<file path="config.mk">
export PLATFORM = sky130hd
export DESIGN_NAME = cpu_clk_monitor_flat
export DESIGN_NICKNAME = d
export VERILOG_FILES = /design/src/rtl/cpu_clk_monitor_if.sv /design/src/rtl/cpu_clk_monitor.sv /design/src/flat_wrapper.sv
export SDC_FILE = /design/constraint.sdc
export NUM_CORES = 1
export LEC_CHECK = 0
export ABC_AREA = 0
export CORE_UTILIZATION = 39
export CTS_BUF_LIST = sky130_fd_sc_hd__clkbuf_4 sky130_fd_sc_hd__clkbuf_8 sky130_fd_sc_hd__clkbuf_16
export DETAILED_ROUTE_END_ITERATION = 8
export SYNTH_ARGS = -nofsm -noshare
export SYNTH_HDL_FRONTEND = slang
export SYNTH_SLANG_ARGS = --single-unit
</file>
<file path="constraint.sdc">
create_clock -name clk -period 2.55 [get_ports clk]
set_clock_uncertainty 0.05 [all_clocks]
set_input_delay 0.255 -clock clk [delete_from_list [all_inputs] [get_ports clk]]
set_output_delay 0.255 -clock clk [all_outputs]
set_load 0.01 [all_outputs]
</file>
<file path="src/rtl/cpu_clk_monitor_if.sv">
// Signal bundle between the divided-CPU-clock monitor and its consumers on the board clock.
interface cpu_clk_monitor_if;
  logic        Clk_CPU;
  logic        clr;
  logic        rise;
  logic        fall;
  logic [31:0] cyc_cnt;
  logic [31:0] period;
  logic        period_valid;
  logic        stalled;

  modport master (
    output Clk_CPU, clr,
    input  rise, fall, cyc_cnt, period, period_valid, stalled
  );

  modport slave (
    input  Clk_CPU, clr,
    output rise, fall, cyc_cnt, period, period_valid, stalled
  );
endinterface

</file>
<file path="src/rtl/cpu_clk_monitor.sv">
// Samples the divided CPU clock on clk: edge strobes, rise count, period and stall detection.
// Period capture is built only when CPU_CLK_PERIOD_MEAS_EN is defined.
module cpu_clk_monitor #(
  parameter int          SYNC_STAGES = 2,
  parameter logic [31:0] TIMEOUT     = 32'd134217728
) (
  input  logic             clk,
  input  logic             rst,
  cpu_clk_monitor_if.slave bus
);

  localparam int            WIN     = SYNC_STAGES + 1;
  localparam int            WW      = $clog2(WIN + 1);
  localparam logic [WW-1:0] WIN_END = WW'(WIN);

  logic [SYNC_STAGES-1:0] sync_r;
  logic                   d_r;
  logic [WW-1:0]          win_cnt_r;
  logic                   rise_r;
  logic                   fall_r;
  logic [31:0]            cyc_r;
  logic [31:0]            gap_r;
  logic                   s_s;
  logic                   open_s;
  logic                   rise_ev_s;
  logic                   fall_ev_s;

  function automatic logic [31:0] sat_inc(input logic [31:0] v);
    return (v == 32'hFFFF_FFFF) ? v : v + 32'd1;
  endfunction

  assign s_s = sync_r[SYNC_STAGES-1];

  // Synchronizer chain, previous-sample flop and post-reset arming window
  always_ff @(posedge clk or posedge rst) begin
    if (rst) begin
      sync_r    <= '0;
      d_r       <= 1'b0;
      win_cnt_r <= '0;
    end else begin
      sync_r <= {sync_r[SYNC_STAGES-2:0], bus.Clk_CPU};
      d_r    <= s_s;
      if (!open_s) begin
        win_cnt_r <= win_cnt_r + WW'(1);
      end
    end
  end

  // Edge events, suppressed until the chain holds real samples
  always_comb begin
    open_s    = (win_cnt_r == WIN_END);
    rise_ev_s = open_s & s_s & ~d_r;
    fall_ev_s = open_s & ~s_s & d_r;
  end

  // Strobes, rise counter and rise-to-rise gap counter
  always_ff @(posedge clk or posedge rst) begin
    if (rst) begin
      rise_r <= 1'b0;
      fall_r <= 1'b0;
      cyc_r  <= 32'd0;
      gap_r  <= 32'd0;
    end else begin
      rise_r <= rise_ev_s;
      fall_r <= fall_ev_s;
      if (bus.clr) begin
        cyc_r <= 32'd0;
      end else if (rise_ev_s) begin
        cyc_r <= cyc_r + 32'd1;
      end
      // gap keeps timing edges even when clr swallows the count
      if (rise_ev_s) begin
        gap_r <= 32'd0;
      end else begin
        gap_r <= sat_inc(gap_r);
      end
    end
  end

  assign bus.rise    = rise_r;
  assign bus.fall    = fall_r;
  assign bus.cyc_cnt = cyc_r;
  assign bus.stalled = (gap_r >= TIMEOUT);

`ifdef CPU_CLK_PERIOD_MEAS_EN
  logic        armed_r;
  logic [31:0] period_r;
  logic        valid_r;

  // First rise after reset/clr arms; each later rise captures gap+1
  always_ff @(posedge clk or posedge rst) begin
    if (rst) begin
      armed_r  <= 1'b0;
      period_r <= 32'd0;
      valid_r  <= 1'b0;
    end else if (bus.clr) begin
      armed_r <= 1'b0;
      valid_r <= 1'b0;
    end else if (rise_ev_s) begin
      if (armed_r) begin
        period_r <= sat_inc(gap_r);
        valid_r  <= 1'b1;
      end else begin
        armed_r <= 1'b1;
      end
    end
  end

  assign bus.period       = period_r;
  assign bus.period_valid = valid_r;
`else
  assign bus.period       = 32'd0;
  assign bus.period_valid = 1'b0;
`endif

endmodule

</file>
<file path="src/flat_wrapper.sv">
// flat-port wrapper written by rule: the top's interface ports become plain ports
module cpu_clk_monitor_flat 
#(
  parameter int          SYNC_STAGES = 2,
  parameter logic [31:0] TIMEOUT     = 32'd134217728
)
  (clk, rst, bus_Clk_CPU, bus_clr, bus_rise, bus_fall, bus_cyc_cnt, bus_period, bus_period_valid, bus_stalled);
  cpu_clk_monitor_if bus_i ();
  input  logic clk;
  input  logic rst;
  input wire logic [$bits(bus_i.Clk_CPU)-1:0] bus_Clk_CPU;
  input wire logic [$bits(bus_i.clr)-1:0] bus_clr;
  output wire logic [$bits(bus_i.rise)-1:0] bus_rise;
  output wire logic [$bits(bus_i.fall)-1:0] bus_fall;
  output wire logic [$bits(bus_i.cyc_cnt)-1:0] bus_cyc_cnt;
  output wire logic [$bits(bus_i.period)-1:0] bus_period;
  output wire logic [$bits(bus_i.period_valid)-1:0] bus_period_valid;
  output wire logic [$bits(bus_i.stalled)-1:0] bus_stalled;
  assign bus_i.Clk_CPU = bus_Clk_CPU;
  assign bus_i.clr = bus_clr;
  assign bus_rise = bus_i.rise;
  assign bus_fall = bus_i.fall;
  assign bus_cyc_cnt = bus_i.cyc_cnt;
  assign bus_period = bus_i.period;
  assign bus_period_valid = bus_i.period_valid;
  assign bus_stalled = bus_i.stalled;
  cpu_clk_monitor #(.SYNC_STAGES(SYNC_STAGES), .TIMEOUT(TIMEOUT)) u_core (.clk(clk), .rst(rst), .bus(bus_i));
endmodule
</file>
==> Flow_metrics.wiki, run 1 <==
{| class="wikitable"
! Metric !! Value
|-
| Synth warnings || 0
|-
| Area taken by flip-flops and latches || approximately 0.0018 mm2
|-
| Overall global routing resource usage || between 10% and 20%
|-
| EDFF count, synth || 0
|-
| Total count of max-transition violations in the final report || 0
|-
| Run status || complete, no violations
|-
| Clock-pin transition on the worst setup and hold timing paths || 0.09 ns
|-
| Share of layout cells above drive strength 1 || 8.000%
|-
| Top FF cell, synth || sky130_fd_sc_hd__dfrtp_1
|-
| Clock tree from TritonCTS || built
|-
| Worst EP required || roughly 2.7 ns
|-
| FMAX || ~440 MHz
|-
| Avg WL per Cell || about 14 um
|-
| Post-synthesis mux area share || less than 1%
|-
| IO Count || between 70 and 80
|-
| Type of the setup path with the least slack || reg2reg
|-
| Post-DR vias/cell || 4.998
|-
| Synth unique cells || 43
|-
| Sequential share of the synthesized area || 45.90%
|-
| Compound-Gate Fraction of Synth Area || just over 5%
|-
| Minimum clock period after layout || 2.259 ns
|-
| Routed wire length || 7.855 mm
|-
| Antenna Diode Count || 0
|-
| Slew at the pin closest to its max-slew limit || 0.5996 ns
|-
| Number of violations reported at the end of detailed-routing iteration 0 || 54
|-
| Clock root cell || sky130_fd_sc_hd__clkbuf_8
|-
| Clock latency on the worst-skew pair || between 0.3 and 0.4 ns
|-
| Remaining Overflow, GRT || 0
|-
| Max FO, Critical Path || 9
|-
| Routed via count || between 2,000 and 3,000
|-
| Initial antenna violation count || 0
|-
| Area enclosed by the die boundary || 0.01033 mm2
|-
| Routability congestion estimate from global placement || 0.8698
|-
| Core area || about 0.0094 mm2
|-
| Router iterations before antenna repair || 4
|-
| Number of design rule violations left after detail routing || 0
|-
| Setup total negative slack || 0 ns
|-
| Post-DP Area || approximately 0.0043 mm2
|-
| Class of the tightest hold or removal check || in2async
|-
| Simple-Gate Fraction of Synth Area || 26.12%
|-
| CTS Buf Count || 9
|-
| Die width || just over 100 um
|-
| Number of buffers on the longest clock path || 2
|-
| Arr. time, crit path || roughly 2.5 ns
|-
| Max-cap violations || 0
|-
| Worst reg2reg path startpoint || u_core.bus.cyc_cnt[8]
|-
| Via count of the first global-routing pass || around 2,700
|-
| Num Clock Sinks || between 70 and 80
|-
| Rel. slew slack || 59.97%
|-
| Unrepaired setup endpoints after global routing || no
|-
| Hpwl dp || ~5.5 mm
|-
| Antenna viol nets, final || 0
|-
| Post-layout nets || around 450
|-
| Critical Path Sink Type || register
|-
| Post-CTS Hold Buffers || 0
|-
| Clock H-tree levels || 3
|-
| Mean instance size in the synthesized netlist || 9.535 um2
|-
| Layout Cell Area excl Fill || 0.004482 mm2
|-
| # fillers || a little over 900
|-
| Post-synthesis instance area || a little under 0.004 mm2
|-
| Number of instances in the synthesized netlist || 406
|-
| Reg-to-reg setup timing slack || 0.29 ns
|-
| Adder-Cell Fraction of Synth Area || around 1.3%
|-
| Total setup buffers inserted after CTS || 0
|-
| Effective utilization at floorplan || about two fifths
|-
| Pwr/cell area || 504.2 mW/mm2
|-
| Fraction of synthesis flops using an asynchronous set or reset pin || 100.0%
|-
| Synth Register Bits || 71
|-
| Portion of the clock cycle consumed by the worst path in the final layout || 88.58%
|-
| Max VDD drop || around 0.27 mV
|-
| Static leakage || 0.001815 uW
|-
| Number of cells on the worst reg-to-reg path || 5
|-
| Setup violators final || 0
|-
| End of the worst register-to-register path || u_core.bus.cyc_cnt[31]
|-
| Global-route wire length before repair || between 10 and 15 mm
|-
| Number of resized instances in the post-cts repair step || 0
|-
| Die Y-Extent || between 100 and 150 um
|-
| Site row count || 35
|-
| Number of hold violations in the final report || 0
|-
| Critical path launch point type || register
|-
| Synth Area in XOR/XNOR || a little under an eighth
|-
| Maximum number of pins on one net before global-route repair || 53
|-
| Main combinational cell family by area after synthesis || simple AND/OR/NAND/NOR gates
|-
| Signed area change from the synthesized netlist to the final layout || 15.77%
|-
| Multi-input gate area || ~0.0019 mm2
|-
| Port-buffer cells || 38
|}
## cells by family (layout without fill, tap and decap cells)
kind of cell | count (synthesis) | after routing
xor gates and xnor gates | 52 | 52
other | 1 | 33
adders and majority gates | 4 | 4
buffers and inverters | 57 | 69
DFF | 71 | 71
muxes | 2 | 2
AOI/OAI and AO/OA | 33 | 33
and+or+nand+nor | 186 | 186
## layout by cell type, fill, tap and decap left out, types with 3 or more instances in the layout
master	netlist	final
sky130_fd_sc_hd__and3_1	4	4
sky130_fd_sc_hd__nand2_1	27	27
sky130_fd_sc_hd__xnor2_1	31	31
sky130_fd_sc_hd__nand4_1	20	20
sky130_fd_sc_hd__buf_4	33	6
sky130_fd_sc_hd__a211oi_1	3	3
sky130_fd_sc_hd__inv_1	7	6
sky130_fd_sc_hd__clkbuf_8	0	9
sky130_fd_sc_hd__o211ai_1	5	5
sky130_fd_sc_hd__o21ai_0	10	10
sky130_fd_sc_hd__or4_1	4	4
sky130_fd_sc_hd__nor2_1	58	58
sky130_fd_sc_hd__nand3_1	15	15
sky130_fd_sc_hd__ha_1	4	4
sky130_fd_sc_hd__nor3_1	9	9
sky130_fd_sc_hd__clkdlybuf4s50_1	0	38
sky130_fd_sc_hd__or3_1	13	13
sky130_fd_sc_hd__conb_1	1	33
sky130_fd_sc_hd__and4_1	7	7
sky130_fd_sc_hd__a21oi_1	11	11
sky130_fd_sc_hd__nor4_1	13	13
sky130_fd_sc_hd__xor2_1	21	21
sky130_fd_sc_hd__dfrtp_1	71	71
## Yosys cell counts, types with 5 or more instances
cell / n / area [um2]
sky130_fd_sc_hd__dfrtp_1: 71 / 1777
sky130_fd_sc_hd__nor2_1: 58 / 217.7
sky130_fd_sc_hd__buf_4: 33 / 247.7
sky130_fd_sc_hd__xnor2_1: 31 / 271.5
sky130_fd_sc_hd__nand2_1: 27 / 101.4
sky130_fd_sc_hd__xor2_1: 21 / 183.9
sky130_fd_sc_hd__nand4_1: 20 / 125.1
sky130_fd_sc_hd__nand3_1: 15 / 75.07
sky130_fd_sc_hd__nor4_1: 13 / 81.33
sky130_fd_sc_hd__or3_1: 13 / 81.33
sky130_fd_sc_hd__a21oi_1: 11 / 55.05
sky130_fd_sc_hd__o21ai_0: 10 / 50.05
sky130_fd_sc_hd__clkbuf_1: 9 / 33.78
sky130_fd_sc_hd__nor3_1: 9 / 45.04
sky130_fd_sc_hd__and4_1: 7 / 61.31
sky130_fd_sc_hd__inv_1: 7 / 26.28
sky130_fd_sc_hd__o211ai_1: 5 / 37.54
## sequential cells by signal, summed over array words and instances, names as in the netlist
name                count
u_core.gap_r           32
u_core.win_cnt_r        2
u_core.d_r              1
u_core.sync_r           2
u_core.bus.rise         1
u_core.bus.cyc_cnt     32
u_core.bus.fall         1
## power by group
group          internal (uW)  switching (uW)  total, uW
sequential              1150            28.2       1180
combinational           43.1            97.3        140
clock                    462             475        937
total                   1660             601       2260
## worst max-delay path, cell delays in order (launching register included)
cell and delay (ns):
sky130_fd_sc_hd__dfrtp_1 0.45, sky130_fd_sc_hd__nand4_2 0.17, sky130_fd_sc_hd__or4_1 0.69, sky130_fd_sc_hd__nor4_4 0.37
sky130_fd_sc_hd__nand3_2 0.11, sky130_fd_sc_hd__mux2_4 0.30
## how the worst max path moves through the flow
| stage | start | end | slack, ns | cells after the start |
|---|---|---|---|---|
| 3_3_place_gp | u_core.bus.cyc_cnt[7] | u_core.bus.cyc_cnt[31] | 0.36 | 5 |
| 5_1_grt | u_core.gap_r[1] | u_core.gap_r[28] | 0.17 | 6 |
| 2_1_floorplan | u_core.bus.cyc_cnt[7] | u_core.bus.cyc_cnt[31] | 0.44 | 6 |
| 6_report | u_core.bus.cyc_cnt[8] | u_core.bus.cyc_cnt[31] | 0.29 | 5 |
| 3_5_place_dp | u_core.bus.cyc_cnt[7] | u_core.bus.cyc_cnt[31] | 0.30 | 5 |
| 4_1_cts | u_core.bus.cyc_cnt[8] | u_core.bus.cyc_cnt[31] | 0.29 | 5 |
## layout make-up
class,count,area share [%]
Multi-Input combinational cell,310,41.60
Sequential cell,71,39.64
Timing Repair Buffer,45,9.939
Tap cell,129,3.601
Clock buffer,9,2.764
Clock inverter,7,1.787
Inverter,8,0.6700
## routing by layer
metal,up-vias,GRT usage [%],wire length [um]
met4,0,5.686,104
met3,12,4.279,307
met2,66,27.91,3889
met1,1392,20.56,3554
met5,-,0,0
li1,1424,-,-
## metrics by stage
stage	instances	total power, uW	hold WS, ns	util [%]	setup WS [ns]
after floorplan	438	1343	0.2364	-	0.4446
after global placement	563	1346	0.2893	45.44	0.3605
after detailed placement	563	1349	0.2958	45.44	0.2985
after CTS	579	2289	0.1723	47.60	0.2920
after global routing	579	2360	0.1931	47.60	0.1680
final	579	2260	0.1678	47.60	0.2913
No activity file was read; power rests on OpenSTA's default activity.
==> run 2, diff against run 1 <==
--- a/config.mk
+++ b/config.mk
@@ -9,6 +9,7 @@
 export CORE_UTILIZATION = 39
 export CTS_BUF_LIST = sky130_fd_sc_hd__clkbuf_4 sky130_fd_sc_hd__clkbuf_8 sky130_fd_sc_hd__clkbuf_16
 export DETAILED_ROUTE_END_ITERATION = 8
+export MAX_ROUTING_LAYER = met4
 export SYNTH_ARGS = -nofsm -noshare
 export SYNTH_HDL_FRONTEND = slang
 export SYNTH_SLANG_ARGS = --single-unit
==> Flow_metrics.wiki, run 2 (synthesis gave the netlist of run 1 again) <==
{| class="wikitable"
! Metric !! Value
|-
| Clock latency on the worst-skew pair || approximately 0.35 ns
|-
| Number of buffers on the longest clock path || 2
|-
| Number of resized instances in the post-cts repair step || 0
|-
| Die width || 101.6 um
|-
| Top Family by Delay on Critical Path || simple AND/OR/NAND/NOR gates
|-
| Post-route insts no fill || between 500 and 600
|-
| Portion of the clock cycle consumed by the worst path in the final layout || 88.28%
|-
| Clock root cell || sky130_fd_sc_hd__clkbuf_8
|-
| Total setup buffers inserted after CTS || 0
|-
| Post-DR vias/cell || approximately 5.0
|-
| Worst reg2reg path startpoint || u_core.bus.cyc_cnt[8]
|-
| Buffering stage count on the worst path with inverters included || 0
|-
| Area enclosed by the die boundary || roughly 0.010 mm2
|-
| Reg-to-reg setup timing slack || 0.30 ns
|-
| Num Clock Sinks || 71
|-
| Initial antenna violation count || 0
|-
| Multi-input gate area || 0.001864 mm2
|-
| Unrepaired setup endpoints after global routing || no
|-
| Antenna Diode Count || 0
|-
| Arr. time, crit path || 2.44 ns
|-
| Total count of max-transition violations in the final report || 0
|-
| Most common cell after layout, fill and taps aside || sky130_fd_sc_hd__dfrtp_1
|-
| Overall global routing resource usage || 17.11%
|-
| Max-cap violations || 0
|-
| Max VDD drop || 0.2709 mV
|-
| IO Count || between 70 and 80
|-
| Setup total negative slack || 0 ns
|-
| Critical path launch point type || register
|-
| Class of the tightest hold or removal check || in2async
|-
| Post-CTS Hold Buffers || 0
|-
| Max FO, Critical Path || 9
|-
| Run status || complete, no violations
|-
| Smallest hold slack || 0.1704 ns
|-
| Clock H-tree levels || 3
|-
| End of the worst register-to-register path || u_core.bus.cyc_cnt[31]
|-
| Type of the setup path with the least slack || reg2reg
|-
| Port-buffer cells || 38
|-
| Antenna viol nets, final || 0
|-
| Max stage delay on crit path || just under 0.7 ns
|-
| Post-layout nets || between 400 and 500
|-
| Die Y-Extent || between 100 and 150 um
|-
| Total stage count of the critical path || 5
|-
| Minimum clock period after layout || roughly 2.3 ns
|-
| Signed area change from the synthesized netlist to the final layout || 15.77%
|-
| Clock tree from TritonCTS || built
|-
| FMAX || between 400 and 500 MHz
|-
| Site row count || 35
|-
| Avg WL per Cell || between 10 and 15 um
|-
| Instance count after placement with tap cells included || ~560
|-
| Hpwl dp || ~5.5 mm
|-
| Share of layout cells above drive strength 1 || approximately 8.0%
|-
| Number of cells on the worst reg-to-reg path || 5
|-
| Number of design rule violations left after detail routing || 0
|-
| Critical-path cell list || nand4_2 -> or4_1 -> nor4_4 -> nand3_2 -> mux2_4
|-
| Global-route wire length before repair || about 13 mm
|-
| Critical Path Sink Type || register
|-
| Number of violations reported at the end of detailed-routing iteration 0 || 62
|-
| Routed via count || 2,888
|-
| Maximum number of pins on one net before global-route repair || 53
|-
| Setup violators final || 0
|-
| Most used cells in the layout excluding fill and tap cells || sky130_fd_sc_hd__dfrtp_1 (71), sky130_fd_sc_hd__nor2_1 (58), sky130_fd_sc_hd__clkdlybuf4s50_1 (38)
|-
| CTS Buf Count || 9
|-
| Static leakage || approximately 0.0018 uW
|-
| Slew at the pin closest to its max-slew limit || around 0.6 ns
|-
| Pwr/cell area || 503.0 mW/mm2
|-
| Effective utilization at floorplan || between 40% and 50%
|-
| Via count of the first global-routing pass || roughly 2,700
|-
| Crit path max-delay cell type || sky130_fd_sc_hd__or4_1
|-
| Remaining Overflow, GRT || 0
|-
| Rel. slew slack || 59.90%
|-
| Router iterations before antenna repair || 4
|-
| Core area || 0.009415 mm2
|-
| Routed wire length || just under 8 mm
|-
| Clock-pin transition on the worst setup and hold timing paths || approximately 0.09 ns
|-
| Area taken by flip-flops and latches || between 0.0015 and 0.002 mm2
|-
| Worst EP required || roughly 2.7 ns
|-
| Routability congestion estimate from global placement || 0.8839
|-
| # fillers || 906
|-
| Number of hold violations in the final report || 0
|}
==> run 2: power by group <==
group	switching, uW	internal, uW	total [uW]
clock network	470	462	932
logic	97.2	43.1	140
registers	28.2	1150	1180
==> run 2: routing by layer <==
| layer | wire (um) | GRT usage, % | vias up |
|---|---|---|---|
| met2 | 3946 | 27.86 | 62 |
| met4 | 71 | 5.686 | 0 |
| li1 | - | - | 1422 |
| met5 | 0 | - | - |
| met1 | 3559 | 20.69 | 1392 |
| met3 | 268 | 4.279 | 12 |
==> run 2: worst reg2reg max path: stages, from the launching register on <==
cell and delay [ns]:
sky130_fd_sc_hd__dfrtp_1 0.45, sky130_fd_sc_hd__nand4_2 0.17, sky130_fd_sc_hd__or4_1 0.69, sky130_fd_sc_hd__nor4_4 0.37, sky130_fd_sc_hd__nand3_2 0.11, sky130_fd_sc_hd__mux2_4 0.30
==> run 2: final cells by class <==
cell class | count | share of cell area, %
clock buffer | 9 | 2.764
inverter | 8 | 0.6700
tap | 129 | 3.601
sequential | 71 | 39.64
timing repair buffer | 45 | 9.939
multi-input combinational | 310 | 41.60
clock inverter | 7 | 1.787
==> run 2: per-stage QoR <==
step / util [%] / setup slack [ns] / power [uW] / area [um2]
5_1_grt: 47.60 / 0.1678 / 2360 / 4482
3_3_place_gp: 45.44 / 0.3605 / 1346 / 4278
3_5_place_dp: 45.44 / 0.2985 / 1349 / 4278
2_1_floorplan: - / 0.4446 / 1343 / 3991
6_report: 47.60 / 0.2988 / 2254 / 4482
4_1_cts: 47.60 / 0.2920 / 2289 / 4482
==> run 2: worst max path at each step <==
stage / startpoint / to / slack [ns]
global route: u_core.gap_r[1] / u_core.gap_r[28] / 0.17
floorplan: u_core.bus.cyc_cnt[7] / u_core.bus.cyc_cnt[31] / 0.44
CTS: u_core.bus.cyc_cnt[8] / u_core.bus.cyc_cnt[31] / 0.29
global placement: u_core.bus.cyc_cnt[7] / u_core.bus.cyc_cnt[31] / 0.36
detailed placement: u_core.bus.cyc_cnt[7] / u_core.bus.cyc_cnt[31] / 0.30
finish: u_core.bus.cyc_cnt[8] / u_core.bus.cyc_cnt[31] / 0.30
==> run 3, diff against run 2 <==
--- a/config.mk
+++ b/config.mk
@@ -6,10 +6,11 @@
 export NUM_CORES = 1
 export LEC_CHECK = 0
 export ABC_AREA = 0
-export CORE_UTILIZATION = 39
+export CORE_UTILIZATION = 53
 export CTS_BUF_LIST = sky130_fd_sc_hd__clkbuf_4 sky130_fd_sc_hd__clkbuf_8 sky130_fd_sc_hd__clkbuf_16
 export DETAILED_ROUTE_END_ITERATION = 8
 export MAX_ROUTING_LAYER = met4
+export PLACE_DENSITY = 0.81
 export SYNTH_ARGS = -nofsm -noshare
 export SYNTH_HDL_FRONTEND = slang
 export SYNTH_SLANG_ARGS = --single-unit
==> Flow_metrics.wiki, run 3 (synthesis gave the netlist of run 1 again) <==
{| class="wikitable"
! Metric !! Value
|-
| Die Y-Extent || approximately 87 um
|-
| Number of buffers on the longest clock path || 2
|-
| Avg WL per Cell || about 14 um
|-
| Worst EP required || 2.72 ns
|-
| Unrepaired setup endpoints after global routing || no
|-
| Total setup buffers inserted after CTS || 0
|-
| Run status || complete, no violations
|-
| Design Power || 2350 uW
|-
| Antenna viol nets, final || 0
|-
| Clock latency on the worst-skew pair || 0.35 ns
|-
| Layout Cell Area excl Fill || around 0.0045 mm2
|-
| Overall global routing resource usage || between 20% and 30%
|-
| Routed via count || ~3,000
|-
| Number of cells on the worst reg-to-reg path || 6
|-
| Setup total negative slack || 0 ns
|-
| Die width || 87.47 um
|-
| Antenna Diode Count || 0
|-
| Num Clock Sinks || between 70 and 80
|-
| Total count of max-transition violations in the final report || 0
|-
| Hpwl dp || ~5.4 mm
|-
| Class of the tightest hold or removal check || in2async
|-
| Signed area change from the synthesized netlist to the final layout || 15.06%
|-
| Critical Path Sink Type || register
|-
| Post-CTS Hold Buffers || 0
|-
| Number of design rule violations left after detail routing || 0
|-
| Number of resized instances in the post-cts repair step || 0
|-
| Routed wire length || between 7 and 8 mm
|-
| Global-route wire length before repair || between 10 and 15 mm
|-
| Rel. slew slack || between 40% and 50%
|-
| Pwr/cell area || ~530 mW/mm2
|-
| Critical path launch point type || register
|-
| Router iterations before antenna repair || 4
|-
| Type of the setup path with the least slack || reg2reg
|-
| FMAX || ~440 MHz
|-
| Most common cell after layout, fill and taps aside || sky130_fd_sc_hd__dfrtp_1
|-
| Via count of the first global-routing pass || 2,897
|-
| Initial antenna violation count || 0
|-
| Portion of the clock cycle consumed by the worst path in the final layout || between 80% and 90%
|-
| Post-layout nets || around 450
|-
| Max VDD drop || 0.3465 mV
|-
| Maximum number of pins on one net before global-route repair || 37
|-
| Port-buffer cells || 38
|-
| Max FO, Critical Path || 11
|-
| Most used cells in the layout excluding fill and tap cells || sky130_fd_sc_hd__dfrtp_1 (71), sky130_fd_sc_hd__nor2_1 (58), sky130_fd_sc_hd__clkdlybuf4s50_1 (38)
|-
| Clock root cell || sky130_fd_sc_hd__clkbuf_8
|-
| Static leakage || roughly 0.0018 uW
|-
| Area enclosed by the die boundary || 0.007650 mm2
|-
| Final core utilization || roughly 64%
|-
| Instance count after placement with tap cells included || 530
|-
| Post-route insts no fill || between 500 and 600
|-
| Share of layout cells above drive strength 1 || ~8%
|-
| Remaining Overflow, GRT || 0
|-
| Number of hold violations in the final report || 0
|-
| Clock-pin transition on the worst setup and hold timing paths || approximately 0.08 ns
|-
| Clock H-tree levels || 3
|-
| Arr. time, crit path || 2.45 ns
|-
| Setup violators final || 0
|-
| Routability congestion estimate from global placement || 0.8705
|-
| Reg-to-reg setup timing slack || about 0.28 ns
|-
| Site row count || 30
|-
| Post-DR vias/cell || 5.471
|-
| Core area || 0.006907 mm2
|-
| Slew at the pin closest to its max-slew limit || 0.7783 ns
|-
| Minimum clock period after layout || 2.275 ns
|-
| CTS Buf Count || 9
|-
| Max-cap violations || 0
|-
| Post-DP Area || around 0.0042 mm2
|-
| Number of violations reported at the end of detailed-routing iteration 0 || a little over 200
|-
| Effective utilization at floorplan || a little under three fifths
|-
| IO Count || 72
|-
| Clock tree from TritonCTS || built
|}
## run 3: worst max-delay path: stages (launching register included)
cell                       delay (ns)
sky130_fd_sc_hd__dfrtp_1         0.37
sky130_fd_sc_hd__ha_1            0.27
sky130_fd_sc_hd__nand4b_2        0.22
sky130_fd_sc_hd__or3_1           0.56
sky130_fd_sc_hd__nor4_1          0.45
sky130_fd_sc_hd__xnor2_1         0.17
sky130_fd_sc_hd__nor2_1          0.05
## run 3: worst paths after layout
path | startpoint | end
worst max-delay path | u_core.win_cnt_r[0] | u_core.bus.cyc_cnt[23]
worst min-delay path | rst | u_core.gap_r[8]
worst max register to register | u_core.win_cnt_r[0] | u_core.bus.cyc_cnt[23]
worst min register to register | u_core.sync_r[0] | u_core.sync_r[1]
max in group asynchronous | rst | u_core.bus.cyc_cnt[16]
min in group clk | bus_Clk_CPU | u_core.sync_r[0]
## run 3: power breakdown
part           internal (uW)  switching [uW]
logic                   43.4            98.5
clock network            582             441
registers               1150            30.4
## run 3: final cells by class
type	count	area (um2)
fill	581	2452
sequential	71	1777
tap	96	120.1
inverter	8	30.03
clock buffer	10	137.6
clock inverter	6	92.59
timing repair buffer	45	432.9
multi-input combinational	310	1864
## run 3: through the flow
step	hold WS (ns)	setup slack, ns
3_3_place_gp	0.2883	0.3723
2_1_floorplan	0.2364	0.4446
3_5_place_dp	0.2972	0.3034
5_1_grt	0.2706	0.04158
4_1_cts	0.2527	0.2878
6_report	0.2362	0.2751
## run 3: per-layer routing
metal / routed length [um] / GRT usage [%] / share of wire [%]
met4: 122 / 8.495 / 1.6
met3: 442 / 5.877 / 5.6
met1: 3418 / 28.06 / 44
met2: 3856 / 37.78 / 49
met5: 0 / - / 0
